**config.mk**
```make
export PLATFORM = sky130hd
export DESIGN_NAME = if_id_pipe
export DESIGN_NICKNAME = d
export VERILOG_FILES = /design/src/rtl/if_id_pipe.sv
export SDC_FILE = /design/constraint.sdc
export NUM_CORES = 1
export LEC_CHECK = 0
export CORE_ASPECT_RATIO = 1.5
export CORE_UTILIZATION = 25
export CTS_CLUSTER_DIAMETER = 40
export CTS_CLUSTER_SIZE = 28
export DETAILED_ROUTE_END_ITERATION = 8
export PLACE_DENSITY = 0.53
export SLEW_MARGIN = 20
export SYNTH_ARGS = -nofsm -noshare
export SYNTH_HDL_FRONTEND = slang
export SYNTH_SLANG_ARGS = --single-unit
```
**constraint.sdc**
```tcl
create_clock -name clk_i -period 2.35 [get_ports clk_i]
set_clock_uncertainty 0.15 [all_clocks]
set_input_delay 0.3525 -clock clk_i [delete_from_list [all_inputs] [get_ports clk_i]]
set_output_delay 0.3525 -clock clk_i [all_outputs]
set_load 0.005 [all_outputs]
```
**src/rtl/if_id_pipe.sv**
```systemverilog
// IF/ID pipeline register: latches the fetched instruction and PC, exposes decode
// fields as slices of the held word, and counts consecutive hazard stalls.
module if_id_pipe #(
    parameter int unsigned ADDR_W   = 32,
    parameter logic [31:0] NOP_INST = 32'h0000_0000,
    parameter int unsigned SCNT_W   = 8
) (
    input  logic              clk_i,
    input  logic              rst_i,
    input  logic [ADDR_W-1:0] inst_addr_i,
    input  logic [31:0]       inst_i,
    input  logic              valid_i,
    input  logic              hd_i,
    input  logic              flush_i,
    output logic              valid_o,
    output logic [31:0]       inst_o,
    output logic [ADDR_W-1:0] inst_addr_o,
    output logic [ADDR_W-1:0] pc_plus4_o,
    output logic [5:0]        op_o,
    output logic [5:0]        funct_o,
    output logic [4:0]        rs_o,
    output logic [4:0]        rt_o,
    output logic [4:0]        rd_o,
    output logic [ADDR_W-1:0] imm_sext_o,
    output logic [25:0]       jtarget_o,
    output logic [SCNT_W-1:0] stall_cnt_o,
    output logic              stall_sat_o
);

    typedef enum logic {
        ST_RUN   = 1'b0,
        ST_STALL = 1'b1
    } state_t;

    localparam logic [SCNT_W-1:0] CNT_MAX = '1;

    state_t            r_state;
    logic              r_valid;
    logic [31:0]       r_inst;
    logic [ADDR_W-1:0] r_addr;
    logic [ADDR_W-1:0] r_pc4;
    logic [SCNT_W-1:0] r_cnt;

    state_t            w_state;
    logic              w_valid;
    logic [31:0]       w_inst;
    logic [ADDR_W-1:0] w_addr;
    logic [ADDR_W-1:0] w_pc4;
    logic [SCNT_W-1:0] w_cnt;

    // Next-state and next-data: flush beats stall beats load.
    always_comb begin
        w_state = r_state;
        w_valid = r_valid;
        w_inst  = r_inst;
        w_addr  = r_addr;
        w_pc4   = r_pc4;
        w_cnt   = r_cnt;

        case (r_state)
            ST_RUN:   if (hd_i && !flush_i) w_state = ST_STALL;
            ST_STALL: if (!hd_i || flush_i) w_state = ST_RUN;
            default:  w_state = ST_RUN;
        endcase

        if (flush_i) begin
            w_valid = 1'b0;
            w_inst  = NOP_INST;
            w_addr  = '0;
            w_pc4   = '0;
            w_cnt   = '0;
        end else if (hd_i) begin
            if (r_cnt != CNT_MAX) w_cnt = r_cnt + SCNT_W'(1);
        end else begin
            w_valid = valid_i;
            w_inst  = valid_i ? inst_i : NOP_INST;
            w_addr  = inst_addr_i;
            w_pc4   = inst_addr_i + ADDR_W'(4);
            w_cnt   = '0;
        end
    end

    always_ff @(posedge clk_i) begin
        if (rst_i) begin
            r_state <= ST_RUN;
            r_valid <= 1'b0;
            r_inst  <= NOP_INST;
            r_addr  <= '0;
            r_pc4   <= '0;
            r_cnt   <= '0;
        end else begin
            r_state <= w_state;
            r_valid <= w_valid;
            r_inst  <= w_inst;
            r_addr  <= w_addr;
            r_pc4   <= w_pc4;
            r_cnt   <= w_cnt;
        end
    end

    assign valid_o     = r_valid;
    assign inst_o      = r_inst;
    assign inst_addr_o = r_addr;
    assign pc_plus4_o  = r_pc4;
    assign op_o        = r_inst[31:26];
    assign funct_o     = r_inst[5:0];
    assign rs_o        = r_inst[25:21];
    assign rt_o        = r_inst[20:16];
    assign rd_o        = r_inst[15:11];
    assign imm_sext_o  = ADDR_W'($signed(r_inst[15:0]));
    assign jtarget_o   = r_inst[25:0];
    assign stall_cnt_o = r_cnt;
    assign stall_sat_o = (r_cnt == CNT_MAX);

endmodule

```
==> results of run 1 <==
layout by cell type, fill, tap and decap left out, types with 3 or more instances in the layout:
master / instances
o21ai_0: 23
nor2_1: 50
clkdlybuf4s50_1: 257
a31oi_1: 5
inv_6: 3
xnor2_1: 10
a22o_1: 35
nand3_1: 12
xor2_1: 19
nand4_1: 11
nand2_1: 18
dfxtp_1: 101
a211oi_1: 3
inv_1: 7
buf_4: 49
a21oi_1: 24
nor3_1: 4
mux2i_1: 32
clkbuf_16: 9
metal layers:
layer	share of wire, %	up-vias	wire, um	global-route usage (%)
met3	6.9	21	1010	3.87
met2	53	200	7750	28.0
met1	38	1952	5550	16.3
met4	2.2	0	318	6.01
met5	0	-	0	0
li1	-	2040	-	-
cell usage after synthesis, types with 2 or more instances:
library cell	number	share of area, %
a21oi_1	24	2.6
and2_1	2	0.27
xor2_1	19	3.6
buf_4	87	14
nor3_1	4	0.43
nand2_1	19	1.5
clkbuf_1	19	1.5
nor2_2	2	0.27
inv_1	7	0.57
xnor2_1	10	1.9
nand3_1	12	1.3
buf_1	5	0.40
dfxtp_1	103	44
a22o_1	35	6.6
o21ai_0	23	2.5
a211oi_1	3	0.49
nor2_1	51	4.1
nand4_1	11	1.5
mux2i_1	32	6.9
or3_1	2	0.27
ha_1	2	0.54
and3_1	3	0.40
a31oi_1	5	0.67
nand3_2	2	0.43
repair_timing:
action                     4_1_cts  5_1_grt
setup endpoints to repair        1        1
gates cloned                     0        0
pin swaps                        0        1
gates resized for setup          6        3
setup buffers                    9        5
logic make-up after synthesis:
family	after synthesis	synth area share, %
flops	103	44.4
compound gates	92	13.2
mux	32	6.90
simple gates	117	12.8
buf+inv	119	16.7
fa+ha+maj	2	0.539
xor+xnor	29	5.47
power by group through the flow:
stage | clock, uW | sequential, uW | combinational [uW]
after floorplan | 0 | 1870 | 204
after global placement | 0 | 1870 | 549
after detailed placement | 0 | 1870 | 552
after CTS | 1520 | 1830 | 555
after global routing | 1580 | 1840 | 597
final | 1450 | 1830 | 552
worst max-delay path, cell delays in order, from the launching register on:
cell and delay (ns):
dfxtp_4 0.37, ha_4 0.16, and3_4 0.17, nand4_1 0.12
inv_1 0.07, buf_4 0.13, buf_4 0.12, buf_4 0.12
buf_4 0.12, buf_4 0.12, buf_4 0.12, buf_4 0.12
buf_4 0.12, nand2_2 0.05, a21oi_1 0.05
worst max path at each step:
| stage | startpoint | endpoint | cells after the start |
|---|---|---|---|
| 2_1_floorplan | inst_addr_i[19] | pc_plus4_o[26]$_SDFFE_PP0N_ | 5 |
| 3_3_place_gp | inst_addr_i[2] | pc_plus4_o[28]$_SDFFE_PP0N_ | 7 |
| 3_5_place_dp | inst_addr_i[3] | pc_plus4_o[28]$_SDFFE_PP0N_ | 7 |
| 4_1_cts | stall_cnt_o[0]$_SDFFE_PP0N_ | stall_cnt_o[1]$_SDFFE_PP0N_ | 15 |
| 5_1_grt | stall_cnt_o[1]$_SDFFE_PP0N_ | stall_cnt_o[1]$_SDFFE_PP0N_ | 14 |
| 6_report | stall_cnt_o[1]$_SDFFE_PP0N_ | stall_cnt_o[1]$_SDFFE_PP0N_ | 14 |
cell type report:
type                       count  share of cell area [%]
timing repair buffer         310                    40.1
sequential                   103                    27.7
multi-input combinational    272                    24.5
tap                          217                    3.63
clock buffer                  11                    3.25
clock inverter                 5                   0.519
inverter                       7                   0.352
registers in the layout (all words and copies together), names as in the netlist:
register	flops
pc_plus4_o	30
inst_addr_o	32
valid_o	1
inst_o	32
stall_cnt_o	8
per-stage QoR:
stage / instance area (sq um) / power (uW) / hold WS, ns
floorplan: 4640 / 2080 / 0.301
global placement: 7070 / 2420 / 0.284
detailed placement: 7070 / 2430 / 0.293
CTS: 7430 / 3910 / 0.311
global route: 7470 / 4020 / 0.326
finish: 7470 / 3840 / 0.306
==> impl_metrics.json, run 1 <==
{
  "path_class": "flip-flop to flip-flop",
  "r2r-end": "stall_cnt_o[1]$_SDFFE_PP0N_",
  "core-area_sq_um": 18000,
  "critPathLaunchType": "flip-flop",
  "reg2reg_from": "stall_cnt_o[1]$_SDFFE_PP0N_",
  "min_from": "valid_o$_SDFFE_PP0N_",
  "setup_tns_ns": 0,
  "drc": 0,
  "reg2reg_slack_ns": 0.13,
  "clk_pin_slew_ns": 0.07,
  "grt_util_all_layers_pct": 15.2,
  "combPwrFrac_pct": 14.4,
  "syn-num-nets": 565,
  "dieArea_sq_um": 19100,
  "final-max-slew-violation-count": 0,
  "required_ns": 2.44,
  "hold_violations": 0,
  "max_cap_viol_count": 0,
  "fmax_ghz": 0.450,
  "p_sw_share_pct": 24.7,
  "clockBufferDepth": 2,
  "register_area_sq_um": 2070,
  "fin_nets": 774,
  "seq_power_share_pct": 47.7,
  "critPathMaxFanout": 4,
  "grt_overflow": 0,
  "initial_core_util_pct": 25.8,
  "nFillCells": 1766,
  "avgViaCountPerCell": 4.55,
  "drive_gt1_share_pct": 11.7,
  "grt_max_degree": 39,
  "synth_seq_cells": 103,
  "post-route-period-util_pct": 94.5,
  "synthArstFlopShare_pct": 0,
  "ioPinCount": 260,
  "final_core_util_pct": 41.5,
  "die_h_um": 169,
  "ys_seq_area_share_pct": 44.4,
  "cts_sinks": 103,
  "detail_route.iter0.violations": 129,
  "p_leak_uw": 0.00284,
  "portBuffers": 259,
  "multi_input_area_sq_um": 1830,
  "ys_types": 36,
  "p_int_uw": 2890,
  "hold_path_end": "valid_o$_SDFFE_PP0N_",
  "fin_crit_ns": 2.22,
  "dp_hpwl_um": 11000,
  "cts_tree": "built",
  "place_ws_ns": -0.0336,
  "hold_buffers": 0,
  "placed_cells": 896,
  "arrival_ns": 2.31,
  "routed_wl_um": 14600,
  "via_count": 4213,
  "die_w_um": 113,
  "cts-buffers-inserted": 9,
  "dominantRegCellSynth": "dfxtp_1",
  "cts-root-buf": "clkbuf_16",
  "hp-class": "flip-flop to flip-flop",
  "drt_pre_antenna_iters": 4,
  "area_growth_pct": 61.1,
  "hold_depth": 1,
  "rows": 60,
  "p_per_area_nw_per_um2": 513,
  "antenna_left": 0,
  "syn-cell-area_sq_um": 4640,
  "power.switching_uw": 948,
  "relSlewSlack_pct": 61.0,
  "worst_pin_slew_ns": 0.584,
  "grt_pass1_wl_um": 22300,
  "antenna_found_initial": 0,
  "crit_path_end_kind": "flip-flop",
  "rsz0062_at_grt": "no",
  "setup_ws_ns": 0.129,
  "status": "completed",
  "synth_edf_count": 0,
  "yosysWarnings": 0,
  "power_frac_clock_pct": 37.9,
  "grt_pass1_vias": 4014,
  "syn-mean-instance-area_sq_um": 9.39,
  "instances_no_fill": 925,
  "finalSetupViolations": 0,
  "htree_levels": 3,
  "synth_cells": 494,
  "globalplace.congestion": 0.852,
  "clk_latency_ns": 0.35,
  "reg2regPathDepth": 14,
  "max-vdd-ir-drop_mv": 0.283,
  "antenna_cells": 0,
  "routedWlPerCell_um": 15.8
}
Note: power is estimated with default switching activity, not from simulation.
==> run 2, diff against run 1 <==
--- a/config.mk
+++ b/config.mk
@@ -5,12 +5,14 @@
 export SDC_FILE = /design/constraint.sdc
 export NUM_CORES = 1
 export LEC_CHECK = 0
+export CELL_PAD_IN_SITES_DETAIL_PLACEMENT = 1
+export CELL_PAD_IN_SITES_GLOBAL_PLACEMENT = 1
 export CORE_ASPECT_RATIO = 1.5
 export CORE_UTILIZATION = 25
 export CTS_CLUSTER_DIAMETER = 40
 export CTS_CLUSTER_SIZE = 28
 export DETAILED_ROUTE_END_ITERATION = 8
-export PLACE_DENSITY = 0.53
+export PLACE_DENSITY = 0.71
 export SLEW_MARGIN = 20
 export SYNTH_ARGS = -nofsm -noshare
 export SYNTH_HDL_FRONTEND = slang
==> constraint.sdc (replaced) <==
create_clock -name clk_i -period 2.76 [get_ports clk_i]
set_clock_uncertainty 0.15 [all_clocks]
set_input_delay 0.414 -clock clk_i [delete_from_list [all_inputs] [get_ports clk_i]]
set_output_delay 0.414 -clock clk_i [all_outputs]
set_load 0.005 [all_outputs]
==> impl_metrics.json, run 2 (synthesis results as in run 1) <==
{
  "post-route-period-util_pct": 92.1,
  "routed_wl_um": 15400,
  "grt_util_all_layers_pct": 15.9,
  "die_w_um": 113,
  "place_ws_ns": 0.113,
  "worst_pin_slew_ns": 0.730,
  "drc": 0,
  "dieArea_sq_um": 19100,
  "required_ns": 2.20,
  "cts_tree": "built",
  "crit_chain": "ha_1, and3_1, nand4_1, inv_1, clkdlybuf4s50_1",
  "layout.cells.most_common": "clkdlybuf4s50_1",
  "critical-path-top-delay-family": "buffers and inverters",
  "antenna_left": 0,
  "drt_pre_antenna_iters": 4,
  "die_h_um": 169,
  "nFillCells": 2031,
  "fmax_ghz": 0.393,
  "portBuffers": 259,
  "avgViaCountPerCell": 4.65,
  "final-max-slew-violation-count": 0,
  "power.total_uw": 3360,
  "antenna_found_initial": 1,
  "relSlewSlack_pct": 51.3,
  "ioPinCount": 260,
  "status": "completed",
  "max_cap_viol_count": 0,
  "globalplace.congestion": 0.793,
  "grt_overflow": 0,
  "grt_pass1_vias": 4250,
  "clockBufferDepth": 2,
  "grt_pass1_wl_um": 23600,
  "clk_pin_slew_ns": 0.07,
  "critPathLaunchType": "flip-flop",
  "setup_ws_ns": 0.218,
  "cts-root-buf": "clkbuf_16",
  "hold_buffers": 0,
  "postCtsSetupRepairBufs": 0,
  "fin_nets": 739,
  "rsz0062_at_grt": "no",
  "p_leak_uw": 0.00267,
  "arrival_ns": 1.98,
  "cpPeakStageDelay_ns": 0.50,
  "hp-class": "flip-flop to flip-flop",
  "p_per_area_nw_per_um2": 468,
  "cts_sinks": 103,
  "hold_violations": 0,
  "area_growth_pct": 55.1,
  "worstPathBufferInverterCount": 2,
  "critPathMaxFanout": 5,
  "grt_max_degree": 43,
  "cts-buffers-inserted": 9,
  "via_count": 4145,
  "cts_resized": 0,
  "fin_crit_ns": 2.54,
  "finalSetupViolations": 0,
  "cp_slowest_cell": "clkdlybuf4s50_1",
  "rows": 60,
  "placed_cells": 874,
  "clk_latency_ns": 0.35,
  "max-vdd-ir-drop_mv": 0.287,
  "initial_core_util_pct": 25.8,
  "final_cell_mix": "clkdlybuf4s50_1, dfxtp_1, nor2_1",
  "path_class": "flip-flop to primary output",
  "instances_no_fill": 891,
  "core-area_sq_um": 18000,
  "holdWs_ns": 0.310,
  "dp_hpwl_um": 11900,
  "detail_route.iter0.violations": 87,
  "crit_path_end_kind": "primary output",
  "routedWlPerCell_um": 17.3,
  "setup_tns_ns": 0,
  "htree_levels": 3,
  "drive_gt1_share_pct": 6.54
}
## run 2: cell types whose count changed in the layout (fill, tap and decap cells not counted), sizes merged
cell and delta:
buf -35, bufinv +1, clkdlybuf4s50 +1, diode +1
dlygate4sd2 -1, inv -1
## run 2: report_power, final
group	internal (uW)	switching, uW
logic	265	184
clock network	762	593
registers	1530	31.7
total	2560	809
## run 2: area by class of cell
cell class	instances	area [sq um]	share of cell area, %
clock buffer	11	253	3.51
inverter	7	26.3	0.365
sequential	103	2060	28.7
tap	217	272	3.77
clock inverter	5	63.8	0.887
antenna	1	2.50	0.0348
timing repair buffer	275	2710	37.6
multi-input combinational	272	1810	25.2
## run 2: metal layers
metal	global-route usage [%]	wire (um)
met1	16.9	5880
met2	29.7	8140
met3	4.65	1170
met4	5.38	198
met5	0	0
## run 2: path summary, 6_finish.rpt
path,start,end,slack [ns],cells after the start
worst min-delay path,valid_o$_SDFFE_PP0N_,valid_o$_SDFFE_PP0N_,0.31,1
worst min register to register,valid_o$_SDFFE_PP0N_,valid_o$_SDFFE_PP0N_,0.31,1
worst max register to register,stall_cnt_o[0]$_SDFFE_PP0N_,stall_cnt_o[3]$_SDFFE_PP0N_,0.98,7
worst max-delay path,stall_cnt_o[0]$_SDFFE_PP0N_,stall_sat_o,0.22,5
## run 2: per-stage QoR
step | area (sq um) | util [%]
2_1_floorplan | 4640 | -
3_3_place_gp | 6880 | 38.2
3_5_place_dp | 6880 | 38.2
4_1_cts | 7190 | 39.9
5_1_grt | 7200 | 39.9
6_report | 7200 | 39.9
## run 2: worst register-to-register path: stages (launching register included)
cell,delay [ns]
dfxtp_1,0.44
ha_1,0.22
and3_1,0.21
nand4_1,0.15
buf_4,0.19
nand4_1,0.10
xor2_1,0.16
nor2_1,0.05
